<file path="src/rtl/lockstep_barrier_matcher.sv">
// Per-pair lockstep barrier matcher: checks that primary/shadow cores reach a barrier with equal signatures.
// Optional partner-wait timeout is built when LOCKSTEP_BARRIER_TIMEOUT_EN is defined.
module lockstep_barrier_matcher #(
  parameter int unsigned NB_CORES       = 16,
  parameter int unsigned SIG_WIDTH      = 32,
  parameter int unsigned TIMEOUT_W      = 16,
  parameter int unsigned TIMEOUT_CYCLES = 1024
) (
  input  logic                          clk_i,
  input  logic                          rst_ni,
  input  logic                          enable_i,
  input  logic [NB_CORES-1:0]           arrive_i,
  input  logic [NB_CORES*SIG_WIDTH-1:0] sig_i,
  input  logic [NB_CORES/2-1:0]         clear_i,
  output logic [NB_CORES/2-1:0]         barrier_matched_o,
  output logic [NB_CORES/2-1:0]         mismatch_o,
  output logic [NB_CORES/2-1:0]         timeout_o,
  output logic [NB_CORES/2-1:0]         busy_o
);

  localparam int unsigned NB_PAIRS = NB_CORES / 2;

  typedef enum logic [1:0] {
    S_IDLE   = 2'd0,
    S_WAIT_P = 2'd1,
    S_WAIT_S = 2'd2,
    S_ERR    = 2'd3
  } state_e;

  if (NB_PAIRS != 8 || TIMEOUT_CYCLES == 0 ||
      64'(TIMEOUT_CYCLES) > (64'd1 << TIMEOUT_W)) begin : g_bad_cfg
    $error("lockstep_barrier_matcher: unsupported parameter set");
  end

  for (genvar p = 0; p < NB_PAIRS; p++) begin : g_pair
    state_e                 r_state, w_state_nxt;
    logic [SIG_WIDTH-1:0]   r_sig, w_sig_nxt;
    logic                   r_match, w_match_nxt;
    logic                   r_mis, w_mis_set;
    logic                   w_arr_p, w_arr_s, w_to_hit;
    logic [SIG_WIDTH-1:0]   w_sig_p, w_sig_s;

    assign w_arr_p = arrive_i[2*p];
    assign w_arr_s = arrive_i[2*p+1];
    assign w_sig_p = sig_i[(2*p)*SIG_WIDTH +: SIG_WIDTH];
    assign w_sig_s = sig_i[(2*p+1)*SIG_WIDTH +: SIG_WIDTH];

    // Clear has priority over disable, which has priority over any arrival.
    always_comb begin
      w_state_nxt = r_state;
      w_sig_nxt   = r_sig;
      w_match_nxt = 1'b0;
      w_mis_set   = 1'b0;
      if (clear_i[p] || !enable_i) begin
        w_state_nxt = S_IDLE;
      end else begin
        unique case (r_state)
          S_IDLE: begin
            if (w_arr_p && w_arr_s) begin
              if (w_sig_p == w_sig_s) begin
                w_match_nxt = 1'b1;
              end else begin
                w_state_nxt = S_ERR;
                w_mis_set   = 1'b1;
              end
            end else if (w_arr_p) begin
              w_sig_nxt   = w_sig_p;
              w_state_nxt = S_WAIT_P;
            end else if (w_arr_s) begin
              w_sig_nxt   = w_sig_s;
              w_state_nxt = S_WAIT_S;
            end
          end
          S_WAIT_P: begin
            if (w_arr_p) begin
              w_state_nxt = S_ERR;
              w_mis_set   = 1'b1;
            end else if (w_arr_s) begin
              if (w_sig_s == r_sig) begin
                w_match_nxt = 1'b1;
                w_state_nxt = S_IDLE;
              end else begin
                w_state_nxt = S_ERR;
                w_mis_set   = 1'b1;
              end
            end else if (w_to_hit) begin
              w_state_nxt = S_ERR;
            end
          end
          S_WAIT_S: begin
            if (w_arr_s) begin
              w_state_nxt = S_ERR;
              w_mis_set   = 1'b1;
            end else if (w_arr_p) begin
              if (w_sig_p == r_sig) begin
                w_match_nxt = 1'b1;
                w_state_nxt = S_IDLE;
              end else begin
                w_state_nxt = S_ERR;
                w_mis_set   = 1'b1;
              end
            end else if (w_to_hit) begin
              w_state_nxt = S_ERR;
            end
          end
          default: ;
        endcase
      end
    end

    always_ff @(posedge clk_i or negedge rst_ni) begin
      if (!rst_ni) begin
        r_state <= S_IDLE;
        r_sig   <= '0;
        r_match <= 1'b0;
        r_mis   <= 1'b0;
      end else begin
        r_state <= w_state_nxt;
        r_sig   <= w_sig_nxt;
        r_match <= w_match_nxt;
        r_mis   <= clear_i[p] ? 1'b0 : (r_mis | w_mis_set);
      end
    end

    assign barrier_matched_o[p] = r_match;
    assign mismatch_o[p]        = r_mis;
    assign busy_o[p]            = (r_state == S_WAIT_P) || (r_state == S_WAIT_S);

`ifdef LOCKSTEP_BARRIER_TIMEOUT_EN
    localparam logic [TIMEOUT_W-1:0] CntLast = TIMEOUT_W'(TIMEOUT_CYCLES - 1);
    logic [TIMEOUT_W-1:0] r_cnt, w_cnt_nxt;
    logic                 r_to, w_to_set;
    logic                 w_waiting;

    assign w_waiting = (r_state == S_WAIT_P) || (r_state == S_WAIT_S);
    assign w_to_hit  = w_waiting && (r_cnt >= CntLast);
    // A partner arrival in the expiry cycle takes the compare path, so it must not flag a timeout.
    assign w_to_set  = w_to_hit && enable_i && !clear_i[p] && !w_arr_p && !w_arr_s;

    always_comb begin
      w_cnt_nxt = '0;
      if (w_waiting && ((w_state_nxt == S_WAIT_P) || (w_state_nxt == S_WAIT_S))) begin
        w_cnt_nxt = (r_cnt == '1) ? r_cnt : r_cnt + 1'b1;
      end
    end

    always_ff @(posedge clk_i or negedge rst_ni) begin
      if (!rst_ni) begin
        r_cnt <= '0;
        r_to  <= 1'b0;
      end else begin
        r_cnt <= w_cnt_nxt;
        r_to  <= clear_i[p] ? 1'b0 : (r_to | w_to_set);
      end
    end

    assign timeout_o[p] = r_to;
`else
    assign w_to_hit     = 1'b0;
    assign timeout_o[p] = 1'b0;
`endif
  end

endmodule
</file>
<file path="config.mk">
export PLATFORM = sky130hd
export DESIGN_NAME = lockstep_barrier_matcher
export DESIGN_NICKNAME = d
export VERILOG_FILES = /design/src/rtl/lockstep_barrier_matcher.sv
export SDC_FILE = /design/constraint.sdc
export NUM_CORES = 1
export LEC_CHECK = 0
export BUFFER_PORTS_ARGS = -buffer_cell sky130_fd_sc_hd__buf_2
export CAP_MARGIN = 0
export CORE_ASPECT_RATIO = 1.25
export CORE_MARGIN = 2
export CORE_UTILIZATION = 25
export DETAILED_ROUTE_END_ITERATION = 10
export GPL_TIMING_DRIVEN = 0
export SYNTH_ARGS = -nofsm -noshare
export SYNTH_HDL_FRONTEND = slang
export SYNTH_SLANG_ARGS = --single-unit
export TNS_END_PERCENT = 100
</file>
<file path="constraint.sdc">
create_clock -name clk_i -period 2.5 [get_ports clk_i]
set_input_delay 0.5 -clock clk_i [delete_from_list [all_inputs] [get_ports clk_i]]
set_output_delay 0.5 -clock clk_i [all_outputs]
set_load 0.05 [all_outputs]
</file>
==> flow_summary.yaml <==
outcome:
  status: "complete, but fails checks"
  violations: "hold timing"
global_routing:
  grt_util_met2_pct: 31.6
  global_route.usage.total_pct: 18.6
  globalRoute.busiestLayer: "met2"
  met1_use_gr_pct: 21.9
  grt_first_pass_wirelength_mm: 132
  global_route.usage.met3_pct: 5.84
  grt_remaining_overflow: 0
  grt_pass1_vias: 21100
  antenna_found_initial: 52
  grt_max_degree: 103
die:
  die_h_um: 342
  ioPinCount: 571
  placeableCoreArea_um2: 91100
  die_x_um: 275
  placementRows: 124
  fp.dieArea_um2: 94000
  floorplan.initialDensity_pct: 25.1
timing:
  achievable_freq_mhz: 439
  hold_viol: 1
  slew_headroom_pct: 38.2
  min_period_over_period_pct: 91.2
  report.final.slew_viol_count: 0
  timing.hold.ws_ps: -2.65
  finClkSkew_ps: 11.7
  grt_setup_unrepaired: "false"
  worst_pin_slew_ps: 927
  final-setup-viol-count: 0
  fin_crit_ps: 2280
cells_and_area:
  final_util_pct: 31.3
  synth_to_final_area_change_pct: 24.5
  stdcell_count: 4338
  final_area_um2: 28500
  final_nets: 3670
  drive_gt1_share_pct: 21.3
synth:
  yosysUniqueCellTypes: 64
  synth.yosys.warnings: 0
  ys_seq_area_share_pct: 31.5
  synth_cells: 2497
  syn_avg_cell_area_um2: 9.16
  number_of_enable_flip_flop_cells_after_synthesis: 0
  synth-async-reset-ratio_pct: 100
  synth_top_flop_cell: "sky130_fd_sc_hd__dfrtp_1"
  synth-seq-cells: 288
  post_synth_instance_area_um2: 22900
detailed_routing:
  dr_total_vias: 20800
  antenna_left: 0
  drtIter0Drc: 999
  detail_route.wl_per_cell_um: 20.7
  routed_wirelength_mm: 89.8
  remaining_drc_errors: 0
  drt_pre_antenna_iters: 5
  vias_per_cell: 4.80
worst_setup_path:
  setup.reg_to_reg.worst_slack_ps: 220
  worst-setup-path-type: "reg2reg"
  worst_setup_path_start_kind: "flip-flop"
  critPathRequiredTime_ps: 2960
  slowest_delay_ps: 470
  crit_start: "g_pair[2].r_sig[6]$_DFFE_PN0P_"
  crit_path_cell_trace: "xor2_1 -> nor4_1 -> nand4_1 -> nor3_1 -> o22a_1 -> nand2_1 -> a32o_1"
  critPathTopFamily: "simple AND/OR/NAND/NOR gates"
  cp.arrival_ps: 2740
  critical_path.max_fanout: 3
  critical_path.endpoint_type: "flip-flop"
  worst_r2r_startpoint: "g_pair[2].r_sig[6]$_DFFE_PN0P_"
  critical_path.slowest_cell: "sky130_fd_sc_hd__nor4_1"
  crit_buf_inv: 0
cts:
  htree_levels: 2
  worst_setup_hold_path_clk_slew_ps: 60
  cts_setup_buffers: 0
  cts.hold.buffers_added: 0
  clk_latency_ps: 570
  cts_tree: "yes"
  clock_tree.root_cell: "sky130_fd_sc_hd__clkbuf_16"
  clkSinkCount: 288
  cts_buffer_depth: 3
  cts_inserted_buffers: 39
placed_design:
  placedInstanceArea_um2: 27200
  hpwlAfterDp_mm: 73.2
  port_buffers: 552
  numPlacedInstances: 4255
  weighted_congestion_reported_at_the_end_of_routability_driven_placement: 0.934
power_and_ir_drop:
  vdd_drop_max_mv: 0.458
  power_leakage_nw: 13.0
  power.density_cell_area_nw_per_um2: 681
  power_w: 0.0194
worst_hold_path:
  hold_path_class: "in2async"
run:
  max-cap-violations: 0
cell usage in the layout (no fill, tap or decap), types with 11 or more instances in the layout:
cell / netlist / layout
sky130_fd_sc_hd__ha_1: 32 / 32
sky130_fd_sc_hd__a21oi_1: 12 / 12
sky130_fd_sc_hd__o21ai_0: 264 / 264
sky130_fd_sc_hd__clkbuf_16: 0 / 40
sky130_fd_sc_hd__xor2_1: 481 / 481
sky130_fd_sc_hd__nand4_1: 91 / 91
sky130_fd_sc_hd__nand3_1: 36 / 36
sky130_fd_sc_hd__inv_1: 40 / 40
sky130_fd_sc_hd__buf_4: 25 / 25
sky130_fd_sc_hd__diode_2: 0 / 16
sky130_fd_sc_hd__nor2_1: 31 / 31
sky130_fd_sc_hd__dfrtp_1: 288 / 288
sky130_fd_sc_hd__xnor2_1: 292 / 292
sky130_fd_sc_hd__mux2i_1: 256 / 256
sky130_fd_sc_hd__o32ai_1: 11 / 11
sky130_fd_sc_hd__buf_2: 18 / 569
sky130_fd_sc_hd__nor4_1: 117 / 117
sky130_fd_sc_hd__nand2_1: 276 / 276
sky130_fd_sc_hd__clkbuf_1: 62 / 75
sky130_fd_sc_hd__nor3_1: 34 / 34
metrics by stage:
| stage | setup TNS, ps | hold slack [ps] | setup WS [ps] |
|---|---|---|---|
| global route | 0 | 40.3 | 37.6 |
| global placement | -1556950 | 481 | -5400 |
| finish | 0 | -2.65 | 220 |
| floorplan | 0 | 204 | 619 |
| detailed placement | -27550 | 480 | -503 |
| CTS | 0 | 12.3 | 120 |
synthesized netlist by cell type, types with 31 or more instances:
| master | number | area, µm² |
|---|---|---|
| sky130_fd_sc_hd__xor2_1 | 481 | 4210 |
| sky130_fd_sc_hd__xnor2_1 | 292 | 2560 |
| sky130_fd_sc_hd__dfrtp_1 | 288 | 7210 |
| sky130_fd_sc_hd__nand2_1 | 276 | 1040 |
| sky130_fd_sc_hd__o21ai_0 | 264 | 1320 |
| sky130_fd_sc_hd__mux2i_1 | 256 | 2560 |
| sky130_fd_sc_hd__nor4_1 | 117 | 732 |
| sky130_fd_sc_hd__nand4_1 | 91 | 569 |
| sky130_fd_sc_hd__clkbuf_1 | 62 | 233 |
| sky130_fd_sc_hd__inv_1 | 40 | 150 |
| sky130_fd_sc_hd__nand3_1 | 36 | 180 |
| sky130_fd_sc_hd__nor3_1 | 34 | 170 |
| sky130_fd_sc_hd__ha_1 | 32 | 400 |
| sky130_fd_sc_hd__nor2_1 | 31 | 116 |
final cells by class:
cell class | count | area (µm²)
Fill cell | 9723 | 62600
Multi-Input combinational cell | 2061 | 15000
Sequential cell | 288 | 7210
Timing Repair Buffer | 554 | 2830
Tap cell | 1197 | 1500
Clock buffer | 62 | 1170
Buffer | 115 | 571
Inverter | 40 | 150
Clock inverter | 5 | 42.5
Antenna cell | 16 | 40.0
final timing paths:
| check | end | cells after the start |
|---|---|---|
| worst max register to register | g_pair[2].r_state[0]$_DFFE_PN0P_ | 7 |
| worst max-delay path | g_pair[2].r_state[0]$_DFFE_PN0P_ | 7 |
| worst min-delay path | g_pair[2].r_match$_DFF_PN0_ | 1 |
| max in group asynchronous | g_pair[0].r_sig[17]$_DFFE_PN0P_ | 2 |
| worst min register to register | g_pair[5].r_mis$_DFF_PN0_ | 2 |
| min in group clk_i | g_pair[4].r_mis$_DFF_PN0_ | 2 |
cell families after synthesis:
kind of cell | Yosys count | share of synthesized area, %
AO/OA/AOI/OAI | 360 | 9.15
buffers and inverters | 155 | 3.14
AND/OR/NAND/NOR | 632 | 13.7
other | 1 | 0.0164
XOR/XNOR | 773 | 29.6
adder cells (fa/ha/maj) | 32 | 1.75
multiplexers | 256 | 11.2
flip-flops | 288 | 31.5
flip-flops by register name, indices dropped and copies added (netlist names):
name / flops
g_pair.r_match: 8
g_pair.r_mis: 8
g_pair.r_sig: 256
g_pair.r_state: 16
power by group:
group | total, W | switching [W] | internal, W | leakage [nW]
logic | 0.00649 | 0.00354 | 0.00295 | 8.78
registers | 0.00735 | 0.00141 | 0.00594 | 3.64
clock network | 0.00558 | 0.00237 | 0.00321 | 0.592
metal layers:
layer	wire (µm)	share of wire, %
met2	43000	48
met1	35300	39
met3	8130	9.0
met4	3140	3.5
met5	277	0.31
what timing repair did:
item	CTS	global route
setup endpoints to repair	0	6
resized for setup	0	2
endpoints found under the hold margin	0	0
worst reg2reg max path, cell delays in order, from the launching register on:
cell and delay [ps]:
sky130_fd_sc_hd__dfrtp_1 400, sky130_fd_sc_hd__xor2_1 170, sky130_fd_sc_hd__nor4_1 470, sky130_fd_sc_hd__nand4_1 220, sky130_fd_sc_hd__nor3_1 370, sky130_fd_sc_hd__o22a_1 250, sky130_fd_sc_hd__nand2_1 70, sky130_fd_sc_hd__a32o_1 210
Power figures use the tool's default switching activity.
